## config.mk

```make
export PLATFORM = sky130hd
export DESIGN_NAME = fp_align_shift_pipe_flat
export DESIGN_NICKNAME = d
export VERILOG_FILES = /design/src/rtl/fp_align_shift_pipe_pkg.sv /design/src/rtl/fp_align_shift_pipe_if.sv /design/src/rtl/fp_align_shift_pipe_sticky_shifter.sv /design/src/rtl/fp_align_shift_pipe.sv /design/src/flat_wrapper.sv
export SDC_FILE = /design/constraint.sdc
export NUM_CORES = 1
export LEC_CHECK = 0
export ABC_AREA = 1
export CAP_MARGIN = 15
export CORE_ASPECT_RATIO = 0.5
export CORE_MARGIN = 3
export CORE_UTILIZATION = 50
export DETAILED_ROUTE_END_ITERATION = 10
export DONT_BUFFER_PORTS = 1
export REMOVE_ABC_BUFFERS = 1
export SYNTH_ARGS = -nofsm -noshare
export SYNTH_HDL_FRONTEND = slang
export SYNTH_SLANG_ARGS = --single-unit
```

## constraint.sdc

```tcl
create_clock -name clk -period 2.31 [get_ports clk]
set_clock_uncertainty 0.15 [all_clocks]
set_input_delay 0.231 -clock clk [delete_from_list [all_inputs] [get_ports clk]]
set_output_delay 0.231 -clock clk [all_outputs]
set_load 0.02 [all_outputs]
```

## src/rtl/fp_align_shift_pipe_pkg.sv

```systemverilog
// Shared constants for the floating-point alignment datapath.
//   - default field widths (binary32)
//   - derived width helpers: op_w (operand width) and sig_w (out_sig width)
//   - shift-amount helpers: sh_max (clamp value) and sh_w (register width)
//   - bit positions of guard/round/sticky inside out_sig
package fp_pkg;

    localparam int unsigned EXP_W_DEF = 8;
    localparam int unsigned MAN_W_DEF = 23;

    localparam int unsigned G_POS = 2;
    localparam int unsigned R_POS = 1;
    localparam int unsigned S_POS = 0;

    // {sign, exp, man}
    function automatic int unsigned op_w(input int unsigned exp_w, input int unsigned man_w);
        return 1 + exp_w + man_w;
    endfunction

    // {kept[MAN_W:0], G, R, S}
    function automatic int unsigned sig_w(input int unsigned man_w);
        return man_w + 4;
    endfunction

    // Any shift at or beyond this moves every significand bit below R
    function automatic int unsigned sh_max(input int unsigned man_w);
        return man_w + 3;
    endfunction

    function automatic int unsigned sh_w(input int unsigned man_w);
        return $clog2(man_w + 4);
    endfunction

endpackage

```

## src/rtl/fp_align_shift_pipe_if.sv

```systemverilog
// Handshake bundle for fp_align_shift_pipe.
//   in_valid/in_ready   : input beat handshake
//   in_op/in_shift/in_exp : operand, right-shift amount, passthrough exponent
//   out_valid/out_ready : output beat handshake
//   out_sign/out_exp/out_sig : aligned result
// master = producer/consumer around the block, slave = the block itself.
interface fp_align_shift_pipe_if import fp_pkg::*; #(
    parameter int unsigned EXP_W = EXP_W_DEF,
    parameter int unsigned MAN_W = MAN_W_DEF
);
    localparam int unsigned OP_W  = op_w(EXP_W, MAN_W);
    localparam int unsigned SIG_W = sig_w(MAN_W);

    logic             in_valid;
    logic             in_ready;
    logic [OP_W-1:0]  in_op;
    logic [EXP_W-1:0] in_shift;
    logic [EXP_W-1:0] in_exp;
    logic             out_valid;
    logic             out_ready;
    logic             out_sign;
    logic [EXP_W-1:0] out_exp;
    logic [SIG_W-1:0] out_sig;

    modport master (
        output in_valid, in_op, in_shift, in_exp, out_ready,
        input  in_ready, out_valid, out_sign, out_exp, out_sig
    );

    modport slave (
        input  in_valid, in_op, in_shift, in_exp, out_ready,
        output in_ready, out_valid, out_sign, out_exp, out_sig
    );

endinterface

```

## src/rtl/fp_align_shift_pipe_sticky_shifter.sv

```systemverilog
// Combinational right shifter with guard/round/sticky extraction.
//   sig_i  : {hidden, man}, MAN_W+1 bits
//   sh_i   : right-shift amount, expected already clamped to MAN_W+3
//   kept_o : sig_i >> sh_i
//   g_o/r_o: first and second bit below the kept LSB
//   s_o    : OR of every bit below R
module fp_sticky_shifter import fp_pkg::*; #(
    parameter int unsigned MAN_W = MAN_W_DEF
) (
    input  logic [MAN_W:0]            sig_i,
    input  logic [sh_w(MAN_W)-1:0]    sh_i,
    output logic [MAN_W:0]            kept_o,
    output logic                      g_o,
    output logic                      r_o,
    output logic                      s_o
);
    // MAN_W+3 zero bits below sig leave room for G, R and a full-width
    // sticky window, so a shift of MAN_W+3 still keeps sig[0] in view.
    localparam int unsigned W = 2 * MAN_W + 4;

    logic [W-1:0] wide;

    always_comb begin
        wide   = {sig_i, {(MAN_W + 3){1'b0}}} >> sh_i;
        kept_o = wide[W-1 -: MAN_W + 1];
        g_o    = wide[MAN_W + 2];
        r_o    = wide[MAN_W + 1];
        s_o    = |wide[MAN_W:0];
    end

endmodule

```

## src/rtl/fp_align_shift_pipe.sv

```systemverilog
// Two-stage valid/ready alignment stage for the FP adder.
// Stage 1 registers sign, significand with restored hidden bit, clamped
// shift and passthrough exponent. Stage 2 shifts and registers the result
// with guard/round/sticky appended.
//   clk : rising-edge clock
//   res : asynchronous active-low reset
//   bus : fp_align_shift_pipe_if slave (in_* / out_* handshake and data)
module fp_align_shift_pipe import fp_pkg::*; #(
    parameter int unsigned EXP_W = EXP_W_DEF,
    parameter int unsigned MAN_W = MAN_W_DEF
) (
    input  logic                 clk,
    input  logic                 res,
    fp_align_shift_pipe_if.slave bus
);
    localparam int unsigned OP_W   = op_w(EXP_W, MAN_W);
    localparam int unsigned SIG_W  = sig_w(MAN_W);
    localparam int unsigned SH_W   = sh_w(MAN_W);
    localparam int unsigned SH_MAX = sh_max(MAN_W);

    // Stage 1
    logic             s1_valid_q, s1_valid_d;
    logic             s1_sign_q,  s1_sign_d;
    logic [MAN_W:0]   s1_sig_q,   s1_sig_d;
    logic [SH_W-1:0]  s1_sh_q,    s1_sh_d;
    logic [EXP_W-1:0] s1_exp_q,   s1_exp_d;

    // Stage 2 (output registers)
    logic             out_valid_q, out_valid_d;
    logic             out_sign_q,  out_sign_d;
    logic [EXP_W-1:0] out_exp_q,   out_exp_d;
    logic [SIG_W-1:0] out_sig_q,   out_sig_d;

    logic             s2_accept;
    logic             s1_adv;
    logic             in_ready;
    logic [31:0]      sh_full;

    logic [MAN_W:0]   kept;
    logic             g_bit, r_bit, s_bit;

    fp_sticky_shifter #(.MAN_W(MAN_W)) u_shifter (
        .sig_i  (s1_sig_q),
        .sh_i   (s1_sh_q),
        .kept_o (kept),
        .g_o    (g_bit),
        .r_o    (r_bit),
        .s_o    (s_bit)
    );

    always_comb begin
        s2_accept = !out_valid_q || bus.out_ready;
        s1_adv    = s1_valid_q && s2_accept;
        in_ready  = !s1_valid_q || s1_adv;
        sh_full   = 32'(bus.in_shift);

        s1_valid_d = s1_valid_q;
        s1_sign_d  = s1_sign_q;
        s1_sig_d   = s1_sig_q;
        s1_sh_d    = s1_sh_q;
        s1_exp_d   = s1_exp_q;
        if (in_ready) begin
            s1_valid_d = bus.in_valid;
        end
        if (in_ready && bus.in_valid) begin
            s1_sign_d = bus.in_op[OP_W-1];
            // Hidden bit is 0 only for a zero exponent field (denormal/zero)
            s1_sig_d  = {|bus.in_op[OP_W-2 -: EXP_W], bus.in_op[MAN_W-1:0]};
            s1_sh_d   = (sh_full > SH_MAX) ? SH_W'(SH_MAX) : SH_W'(sh_full);
            s1_exp_d  = bus.in_exp;
        end

        out_valid_d = s2_accept ? s1_valid_q : out_valid_q;
        out_sign_d  = out_sign_q;
        out_exp_d   = out_exp_q;
        out_sig_d   = out_sig_q;
        if (s1_adv) begin
            out_sign_d       = s1_sign_q;
            out_exp_d        = s1_exp_q;
            out_sig_d        = {kept, 3'b000};
            out_sig_d[G_POS] = g_bit;
            out_sig_d[R_POS] = r_bit;
            out_sig_d[S_POS] = s_bit;
        end
    end

    always_ff @(posedge clk or negedge res) begin
        if (!res) begin
            s1_valid_q  <= 1'b0;
            s1_sign_q   <= 1'b0;
            s1_sig_q    <= '0;
            s1_sh_q     <= '0;
            s1_exp_q    <= '0;
            out_valid_q <= 1'b0;
            out_sign_q  <= 1'b0;
            out_exp_q   <= '0;
            out_sig_q   <= '0;
        end else begin
            s1_valid_q  <= s1_valid_d;
            s1_sign_q   <= s1_sign_d;
            s1_sig_q    <= s1_sig_d;
            s1_sh_q     <= s1_sh_d;
            s1_exp_q    <= s1_exp_d;
            out_valid_q <= out_valid_d;
            out_sign_q  <= out_sign_d;
            out_exp_q   <= out_exp_d;
            out_sig_q   <= out_sig_d;
        end
    end

    assign bus.in_ready  = in_ready;
    assign bus.out_valid = out_valid_q;
    assign bus.out_sign  = out_sign_q;
    assign bus.out_exp   = out_exp_q;
    assign bus.out_sig   = out_sig_q;

endmodule

```

## src/flat_wrapper.sv

```systemverilog
// flat-port wrapper written by rule: the top's interface ports become plain ports
module fp_align_shift_pipe_flat import fp_pkg::*;
#(
    parameter int unsigned EXP_W = EXP_W_DEF,
    parameter int unsigned MAN_W = MAN_W_DEF
)
  (clk, res, bus_in_valid, bus_in_op, bus_in_shift, bus_in_exp, bus_out_ready, bus_in_ready, bus_out_valid, bus_out_sign, bus_out_exp, bus_out_sig);
  fp_align_shift_pipe_if #(.EXP_W(EXP_W), .MAN_W(MAN_W)) bus_i ();
  input  logic clk;
  input  logic res;
  input wire logic [$bits(bus_i.in_valid)-1:0] bus_in_valid;
  input wire logic [$bits(bus_i.in_op)-1:0] bus_in_op;
  input wire logic [$bits(bus_i.in_shift)-1:0] bus_in_shift;
  input wire logic [$bits(bus_i.in_exp)-1:0] bus_in_exp;
  input wire logic [$bits(bus_i.out_ready)-1:0] bus_out_ready;
  output wire logic [$bits(bus_i.in_ready)-1:0] bus_in_ready;
  output wire logic [$bits(bus_i.out_valid)-1:0] bus_out_valid;
  output wire logic [$bits(bus_i.out_sign)-1:0] bus_out_sign;
  output wire logic [$bits(bus_i.out_exp)-1:0] bus_out_exp;
  output wire logic [$bits(bus_i.out_sig)-1:0] bus_out_sig;
  assign bus_i.in_valid = bus_in_valid;
  assign bus_i.in_op = bus_in_op;
  assign bus_i.in_shift = bus_in_shift;
  assign bus_i.in_exp = bus_in_exp;
  assign bus_i.out_ready = bus_out_ready;
  assign bus_in_ready = bus_i.in_ready;
  assign bus_out_valid = bus_i.out_valid;
  assign bus_out_sign = bus_i.out_sign;
  assign bus_out_exp = bus_i.out_exp;
  assign bus_out_sig = bus_i.out_sig;
  fp_align_shift_pipe #(.EXP_W(EXP_W), .MAN_W(MAN_W)) u_core (.clk(clk), .res(res), .bus(bus_i));
endmodule
```

Word level (Yosys, flattened, before mapping)
Index checks and enable logic that the tools add are counted.
{"block": "word_totals", "output_inout_bits": 38, "elab_cells": 20, "register_bits": 76}
{"block": "op_classes", "n_reduce_logical": 8, "magnitude_cmp": 1, "n_mux": 1, "shift": 1}
{"operator": "right shift 50 x 5 -> 50 bit", "count": 1}
{"operator": "OR reduction 24 bit", "count": 1}
{"operator": "greater-than comparator 8 x 5 -> 1 bit (second input constant)", "count": 1}
{"operator": "OR reduction 8 bit", "count": 1}
{"operator": "two-way mux 5 bit", "count": 1}
{"operator": "logical AND 1 bit", "count": 2}
{"operator": "logical NOT 1 bit", "count": 2}
{"operator": "logical OR 1 bit", "count": 2}

Logic depth before layout (Yosys ltp)
Gate-level depths: netlist of the first run.
{"block": "depth", "word_depth": 5, "depth_mapped": 15, "depth_no_buf": 13}

Hierarchy
A second synthesis of the first run with hierarchy kept.
{"block": "unflattened", "cells_unflattened": 675, "area_unflattened_um2": 4533.1}
{"mod": "fp_align_shift_pipe", "instances": 1, "cells_each": 338, "area_per_inst_um2": 3011.6, "seq_area_each_um2": 1901.8}
{"mod": "fp_sticky_shifter", "instances": 1, "cells_each": 337, "area_per_inst_um2": 1521.5, "seq_area_each_um2": 0.0}

Worst setup path before layout of the first run
No wires, ideal clock.
{"block": "synth_path", "path_kind": "flip-flop to flip-flop", "startpoint": "register u_core.out_valid_q, in the netlist u_core.bus.out_valid", "endpoint": "register u_core.s1_sh_q[3]", "setup_time_ns": 0.131, "synth_period_minus_slack_ns": 1.772, "path_buffers": 1, "path_stages_with_launch": 7, "t_arrival_ns": 1.491, "setup_slack_ns": 0.538, "cell_sequence": "dfrtp_1 nand3_1 nand2_1 clkinv_1 clkbuf_1 o21ai_0 o21ai_0"}
{"block": "synth_via", "elab_chain_cells": 5}
{"element": "from (decl)", "line": "fp_align_shift_pipe.sv:29", "text": "logic out_valid_q, out_valid_d;"}
{"element": "from (signal assigned)", "line": "fp_align_shift_pipe.sv:104", "text": "out_valid_q <= out_valid_d;"}
{"element": "logical NOT 1 bit", "line": "fp_align_shift_pipe.sv:52", "text": "s2_accept = !out_valid_q || bus.out_ready;"}
{"element": "logical OR 1 bit", "line": "fp_align_shift_pipe.sv:52"}
{"element": "logical AND 1 bit", "line": "fp_align_shift_pipe.sv:53", "text": "s1_adv = s1_valid_q && s2_accept;"}
{"element": "logical OR 1 bit", "line": "fp_align_shift_pipe.sv:54", "text": "in_ready = !s1_valid_q || s1_adv;"}
{"element": "via bus_in_ready", "line": "flat_wrapper.sv:16", "text": "output wire logic [$bits(bus_i.in_ready)-1:0] bus_in_ready;"}
{"element": "logical AND 1 bit", "line": "fp_align_shift_pipe.sv:65", "text": "if (in_ready && bus.in_valid) begin"}
{"element": "to (signal assigned)", "line": "fp_align_shift_pipe.sv:102", "text": "s1_sh_q <= s1_sh_d;"}
{"element": "to (decl)", "line": "fp_align_shift_pipe.sv:25", "text": "logic [SH_W-1:0] s1_sh_q, s1_sh_d;"}
The timed path passes the listed nets, and every way through them passes these cells.
A chain may end at the register's enable or synchronous reset.

Worst setup path after layout of the first run
{"block": "layout_path", "startpoint": "register u_core.s1_sh_q[1]", "endpoint": "register u_core.out_sig_q[0], in the netlist u_core.bus.out_sig[0]"}
{"block": "layout_via", "elab_chain_cells": 2}
{"element": "right shift 50 x 5 -> 50 bit", "line": "fp_align_shift_pipe_sticky_shifter.sv:24", "text": "wide = {sig_i, {(MAN_W + 3){1'b0}}} >> sh_i;"}
{"element": "OR reduction 24 bit", "line": "fp_align_shift_pipe_sticky_shifter.sv:28", "text": "s_o = |wide[MAN_W:0];"}
{"element": "to (signal assigned)", "line": "fp_align_shift_pipe.sv:107", "text": "out_sig_q <= out_sig_d;"}
{"element": "to (decl)", "line": "fp_align_shift_pipe.sv:32", "text": "logic [SIG_W-1:0] out_sig_q, out_sig_d;"}
Every way passes these cells.

==> flow_metrics.env, run 1 <==
export IMPL_status="finished, final reports clean"
export IMPL_remaining_drc_errors=0
export IMPL_hold_ws_ps=9.373
export IMPL_p_clk_share_pct=29.2
export IMPL_rsz0062_at_grt="false"
export IMPL_mostFrequentLayoutCells="276 x nand2_1, 86 x nand3_1, 76 x dfrtp_1, 43 x dlygate4sd3_1, 23 x o21ai_0"
export IMPL_drive_gt1_share_pct=11.04
export IMPL_layout_cells_non_filler=746
export IMPL_wl_per_cell_um=15.94
export IMPL_crit_type="reg -> reg"
export IMPL_ys_seq_area_share_pct=43.63
export IMPL_r2r_slack_ps=290
export IMPL_grt_pass1_wl_mm=19.79
export IMPL_grt_pass1_vias=3924
export IMPL_gp_routability_congestion=0.9300
export IMPL_p_int_mw=2.709
export IMPL_hpwl_mm=7.802
export IMPL_setup_slack_ps=287.8
export IMPL_syn_inst=594
export IMPL_cp_end_kind="register"
export IMPL_syn_area_per_cell_sq_um=7.339
export IMPL_nFillCells=774
export IMPL_worst_pin_slew_ps=603.6
export IMPL_ctsResizeCount=0
export IMPL_pwr_share_comb_pct=25.5
export IMPL_max_freq_mhz=494.5
export IMPL_clk_latency_ps=340
export IMPL_syn_area_sq_mm=0.004359
export IMPL_swShare_pct=38.11
export IMPL_yosysWarnings=0
export IMPL_die_height_um=72.03
export IMPL_final_util_pct=62.39
export IMPL_synth_distinct_cells=35
export IMPL_maxCapViolCount=0
export IMPL_ys_seq_elements=76
export IMPL_core_sq_mm=0.008230
export IMPL_slowest_delay_ps=380
export IMPL_max_slew_margin_pct=59.72
export IMPL_cp_arrival_ps=2100
export IMPL_power_density_mw_per_mm2=852.6
export IMPL_min_period_ps=2022
export IMPL_ant_nets=0
export IMPL_irDropWorstVdd_mv=0.4704
export IMPL_root_buffer="clkbuf_16"
export IMPL_vias=4116
export IMPL_finalCritPeriodShare_pct=87.54
export IMPL_worstPathRequired_ps=2380
export IMPL_mostFrequentLayoutCell="nand2_1"
export IMPL_grt_use_total_pct=24.64
export IMPL_cp_top_family="simple AND/OR/NAND/NOR gates"
export IMPL_cts_sinks=76
export IMPL_n_antenna_cell=0
export IMPL_hold_class="in -> reg"
export IMPL_grt_ovfl_total=0
export IMPL_portBuffers=0
export IMPL_row_count=23
export IMPL_maxSlewViolCount=0
export IMPL_timing_setup_tns_ps=0
export IMPL_clock_path_buffers=2
export IMPL_cts_tree="yes"
export IMPL_path_clk_slew_ps=60
export IMPL_avgViaCountPerCell=5.517
export IMPL_leakage_nw=2.542
export IMPL_die_w_um=138.1
export IMPL_first_pass_iters=5
export IMPL_critPathLaunchType="register"
export IMPL_cts_htree_levels=3
export IMPL_hold_viol_final=0
export IMPL_crit_top_cell="nand2_1"
export IMPL_io_pins=90
export IMPL_layout_nets=681
export IMPL_crit_path_max_fanout=27
export IMPL_crit_buf_inv=1
export IMPL_die_area_sq_mm=0.009943
export IMPL_numCtsBuffers=9
export IMPL_slowest_stage="dfrtp_1"
export IMPL_antenna_found_initial=0
export IMPL_power_frac_seq_pct=45.2
export IMPL_dr_first_iter_drc_count=469
export IMPL_layout_area_overhead_vs_synth_pct=17.80
export IMPL_pre_cts_slack_ps=341.0
export IMPL_initial_core_util_pct=52.96
export IMPL_grt_max_degree=77
export IMPL_setup_viol=0
export IMPL_crit_chain="buf_4, nand3_1, nand3_1, nand3_1, nand2_1, nand2_1, nor2_1, nand2_1, nor2_1, nand2_1, nand2_1, a21oi_2"
export IMPL_p_switching_mw=1.668
export IMPL_dpl_cell_count=686
export IMPL_routed_wl_mm=11.89
[synth_stat cells]
| cell type | n | area share, % |
|---|---|---|
| a21o_1 | 1 | 0.17 |
| a21oi_1 | 1 | 0.11 |
| a21oi_2 | 1 | 0.20 |
| a22o_1 | 2 | 0.40 |
| a22oi_1 | 2 | 0.34 |
| a31oi_1 | 3 | 0.43 |
| a32o_1 | 1 | 0.23 |
| buf_1 | 2 | 0.17 |
| buf_12 | 1 | 0.46 |
| buf_2 | 8 | 0.92 |
| buf_4 | 4 | 0.69 |
| buf_6 | 5 | 1.3 |
| clkbuf_1 | 13 | 1.1 |
| clkinv_1 | 3 | 0.26 |
| dfrtp_1 | 76 | 44 |
| inv_1 | 9 | 0.77 |
| inv_2 | 1 | 0.086 |
| inv_4 | 1 | 0.14 |
| inv_6 | 1 | 0.20 |
| nand2_1 | 276 | 24 |
| nand2_2 | 10 | 1.4 |
| nand2_4 | 9 | 2.3 |
| nand3_1 | 86 | 9.9 |
| nand3_2 | 12 | 2.8 |
| nand4_1 | 2 | 0.29 |
| nor2_1 | 16 | 1.4 |
| nor2_2 | 2 | 0.29 |
| nor3_1 | 1 | 0.11 |
| nor4_1 | 2 | 0.29 |
| o211ai_1 | 5 | 0.86 |
| o21ai_0 | 23 | 2.6 |
| o21ai_1 | 7 | 0.80 |
| o21ai_2 | 4 | 0.80 |
| o221ai_1 | 3 | 0.60 |
| or3_1 | 1 | 0.14 |
[metrics by stage]
stage / total power [mW] / area, sq um
final: 4.378 / 5135
after CTS: 4.393 / 5135
after global placement: 3.005 / 4407
after detailed placement: 3.015 / 4407
after floorplan: 2.688 / 4156
after global routing: 4.637 / 5135
[layout make-up]
| type | instances | area (sq um) | share of cell area [%] |
|---|---|---|---|
| inverter | 15 | 63.81 | 1.243 |
| timing repair buffer | 57 | 568.0 | 11.06 |
| tap | 112 | 140.1 | 2.729 |
| sequential | 76 | 1902 | 37.04 |
| clock buffer | 10 | 229.0 | 4.459 |
| clock inverter | 6 | 41.29 | 0.8041 |
| multi-input combinational | 470 | 2191 | 42.67 |
[kinds of logic (layout without fill, tap and decap cells)]
logic type	count (synthesis)	after routing	share of synthesized area [%]
AO/OA/AOI/OAI	53	53	7.606
buffers and inverters	48	88	6.114
AND/OR/NAND/NOR	417	417	42.65
flip-flops	76	76	43.63
[tightest hold or removal path, stage by stage]
cell     delay [ps]
or3_1           100
o21ai_0          70
o21ai_0          60
[sequential cells by signal (all words and copies together) (netlist names)]
signal,cells
u_core.s1_sign_q,1
u_core.bus.out_exp,8
u_core.bus.out_sign,1
u_core.bus.out_sig,27
u_core.s1_sh_q,5
u_core.bus.out_valid,1
u_core.s1_sig_q,24
u_core.s1_valid_q,1
u_core.s1_exp_q,8
[power groups by stage]
stage / Combinational (mW) / Sequential [mW] / Clock, mW
floorplan: 0.710 / 1.98 / 0
global placement: 1.00 / 2.00 / 0
detailed placement: 1.01 / 2.00 / 0
CTS: 1.11 / 1.98 / 1.30
global route: 1.27 / 2.01 / 1.35
finish: 1.12 / 1.98 / 1.28
[timing repair]
action,4_1_cts,5_1_grt
endpoints found under the hold margin,115,0
setup buffers,0,0
hold buffers,44,0
[worst paths after layout]
| path | startpoint | endpoint | depth (start not counted) |
|---|---|---|---|
| max in group asynchronous | res | u_core.bus.out_exp[0]$_DFFE_PN0P_ | 2 |
| worst max-delay path | u_core.s1_sh_q[1]$_DFFE_PN0P_ | u_core.bus.out_sig[0]$_DFFE_PN0P_ | 12 |
| worst min-delay path | bus_in_shift[5] | u_core.s1_sh_q[3]$_DFFE_PN0P_ | 3 |
| min in group asynchronous | res | u_core.bus.out_sig[1]$_DFFE_PN0P_ | 2 |
| worst max register to register | u_core.s1_sh_q[1]$_DFFE_PN0P_ | u_core.bus.out_sig[0]$_DFFE_PN0P_ | 12 |
| worst min register to register | u_core.s1_sign_q$_DFFE_PN0P_ | u_core.bus.out_sign$_DFFE_PN0P_ | 2 |
[per-layer routing]
layer / wire length, um / GRT usage [%]
met4: 203 / 6.791
met1: 5773 / 35.82
met3: 1082 / 7.702
met5: 0 / 0
met2: 4830 / 35.80
Power figures use the tool's default switching activity.
==> run 2: changes to the inputs <==
- CELL_PAD_IN_SITES_DETAIL_PLACEMENT: not set -> 0
- CELL_PAD_IN_SITES_GLOBAL_PLACEMENT: not set -> 2
- CORE_UTILIZATION: 50 -> 36
- PLACE_DENSITY_LB_ADDON: not set -> 0.1
==> run 2 against run 1 <==
Compared with the run above:
- count of clock-buffer cells in the layout decreased by 1
- flip-flop and latch count unchanged
- clock power increased by 30%
- die area increased by 36%
- maximum frequency decreased by 1.8%
- design area increased by 2.9%
- worst setup slack got worse by 36 ps
- critical endpoint unchanged
- highest routed layer unchanged
==> flow_metrics.env, run 2 (same netlist as run 1, synthesis figures left out) <==
export IMPL_hold_class="in -> reg"
export IMPL_numCtsBuffers=9
export IMPL_cp_arrival_ps=2130
export IMPL_crit_chain="buf_4, nand2_1, nand3_1, nand3_1, nand2_1, o21ai_1, nand2_1, nor2_1, nand3_1, nand2_1, a21oi_2"
export IMPL_p_clk_share_pct=35.0
export IMPL_grt_max_degree=77
export IMPL_grt_pass1_vias=3896
export IMPL_remaining_drc_errors=0
export IMPL_cts_tree="yes"
export IMPL_initial_core_util_pct=38.29
export IMPL_mostFrequentLayoutCells="276 x nand2_1, 86 x nand3_1, 76 x dfrtp_1, 43 x dlygate4sd3_1, 23 x o21ai_0"
export IMPL_p_switching_mw=1.717
export IMPL_row_count=27
export IMPL_p_int_mw=3.052
export IMPL_r2r_slack_ps=250
export IMPL_reg2reg_depth=11
export IMPL_power_density_mw_per_mm2=902.4
export IMPL_n_antenna_cell=0
export IMPL_maxCapViolCount=0
export IMPL_layout_area_overhead_vs_synth_pct=21.24
export IMPL_status="finished, final reports clean"
export IMPL_hold_viol_final=0
export IMPL_wl_per_cell_um=15.96
export IMPL_die_w_um=161.6
export IMPL_mostFrequentLayoutCell="nand2_1"
export IMPL_crit_type="reg -> reg"
export IMPL_dr_first_iter_drc_count=379
export IMPL_maxSlewViolCount=0
export IMPL_worst_pin_slew_ps=496.7
export IMPL_timing_setup_tns_ps=0
export IMPL_p_total_mw=4.769
export IMPL_slowest_stage="dfrtp_1"
export IMPL_irDropWorstVdd_mv=0.3072
export IMPL_rsz0062_at_grt="false"
export IMPL_hpwl_mm=8.931
export IMPL_clk_latency_ps=340
export IMPL_grt_use_total_pct=19.45
export IMPL_crit_top_cell="nand2_1"
export IMPL_portBuffers=0
export IMPL_grt_ovfl_total=0
export IMPL_first_pass_iters=5
export IMPL_io_pins=90
export IMPL_core_sq_mm=0.01138
export IMPL_cts_sinks=76
export IMPL_drive_gt1_share_pct=11.48
export IMPL_worstPathRequired_ps=2380
export IMPL_cts_htree_levels=3
export IMPL_layout_nets=683
export IMPL_avgViaCountPerCell=5.003
export IMPL_setup_slack_ps=251.6
export IMPL_setup_viol=0
export IMPL_critPathLaunchType="register"
export IMPL_hold_path_cell_count=3
export IMPL_ant_nets=0
export IMPL_vias=3977
export IMPL_cp_end_kind="register"
export IMPL_min_period_ps=2058
export IMPL_leakage_nw=2.599
export IMPL_largest_register_ffs=27
export IMPL_max_slew_margin_pct=66.84
export IMPL_slowest_delay_ps=430
export IMPL_finalCritPeriodShare_pct=89.11
export IMPL_path_clk_slew_ps=60
export IMPL_crit_path_max_fanout=15
export IMPL_power_frac_seq_pct=41.6
export IMPL_die_height_um=83.81
export IMPL_max_freq_mhz=485.8
export IMPL_swShare_pct=36.01
export IMPL_pre_cts_slack_ps=291.8
export IMPL_root_buffer="clkbuf_16"
export IMPL_gp_routability_congestion=0.8487
export IMPL_die_area_sq_mm=0.01355
export IMPL_clock_path_buffers=2
export IMPL_antenna_found_initial=0
export IMPL_routed_wl_mm=12.69
export IMPL_grt_pass1_wl_mm=21.16
export IMPL_pwr_share_comb_pct=23.4
## run 2: cell count changes in the layout (fill, tap and decap cells not counted)
| cell | previous run | this run |
|---|---|---|
| clkbuf_1 | 1 | 0 |
| clkinvlp_4 | 3 | 0 |
| buf_4 | 12 | 14 |
| clkinv_2 | 2 | 1 |
| inv_6 | 1 | 3 |
| bufinv_16 | 0 | 3 |
## run 2: worst max-delay path, delay by kind of cell (launching register included)
family / cells / cell delay [ps]
flip-flops: 1 / 430
AND/OR/NAND/NOR: 8 / 840
AO/OA/AOI/OAI: 2 / 280
buffers and inverters: 1 / 220
## run 2: per-stage QoR
stage / util (%) / area [sq um] / hold slack [ps] / cells
floorplan: - / 4156 / -214.6 / 561
global placement: 39.36 / 4481 / -212.8 / 735
detailed placement: 39.36 / 4481 / -212.6 / 735
CTS: 46.42 / 5285 / 15.96 / 795
global route: 46.42 / 5285 / 49.49 / 795
finish: 46.42 / 5285 / 18.99 / 795
## run 2: worst paths after layout
path                                                      from                            endpoint
worst max-delay path             u_core.s1_sh_q[0]$_DFFE_PN0P_   u_core.bus.out_sig[0]$_DFFE_PN0P_
worst min-delay path                           bus_in_shift[5]       u_core.s1_sh_q[4]$_DFFE_PN0P_
worst max register to register   u_core.s1_sh_q[0]$_DFFE_PN0P_   u_core.bus.out_sig[0]$_DFFE_PN0P_
worst min register to register  u_core.s1_exp_q[5]$_DFFE_PN0P_   u_core.bus.out_exp[5]$_DFFE_PN0P_
max in group asynchronous                                  res     u_core.s1_sig_q[13]$_DFFE_PN0P_
min in group asynchronous                                  res  u_core.bus.out_sig[21]$_DFFE_PN0P_
## run 2: power groups by stage
stage / clock, mW / sequential, mW / combinational, mW
final: 1.67 / 1.98 / 1.12
after CTS: 1.71 / 1.99 / 1.13
after global routing: 1.78 / 2.02 / 1.28
after floorplan: 0 / 1.98 / 0.710
after global placement: 0 / 2.01 / 1.03
after detailed placement: 0 / 2.01 / 1.04
## run 2: final cells by class
type                       count  area (sq um)
clock buffer                   9         225.2
clock inverter                 7         121.4
fill                        1175          6100
inverter                      15         63.81
multi-input combinational    470          2191
sequential                    76          1902
tap                          159         198.9
timing repair buffer          59         583.1
## run 2: routing by layer
metal  wire (um)  track usage [%]  part of all wire [%]
met3         820            5.600                   6.5
met2        4984            26.68                    39
met1        6797            30.10                    54
met5           0                0                     0
met4          89            3.483                  0.70
## run 2: timing repair
action	4_1_cts	5_1_grt
resized for setup	0	0
buffers inserted	0	0
endpoints found under the hold margin	115	0
hold buffers	44	0
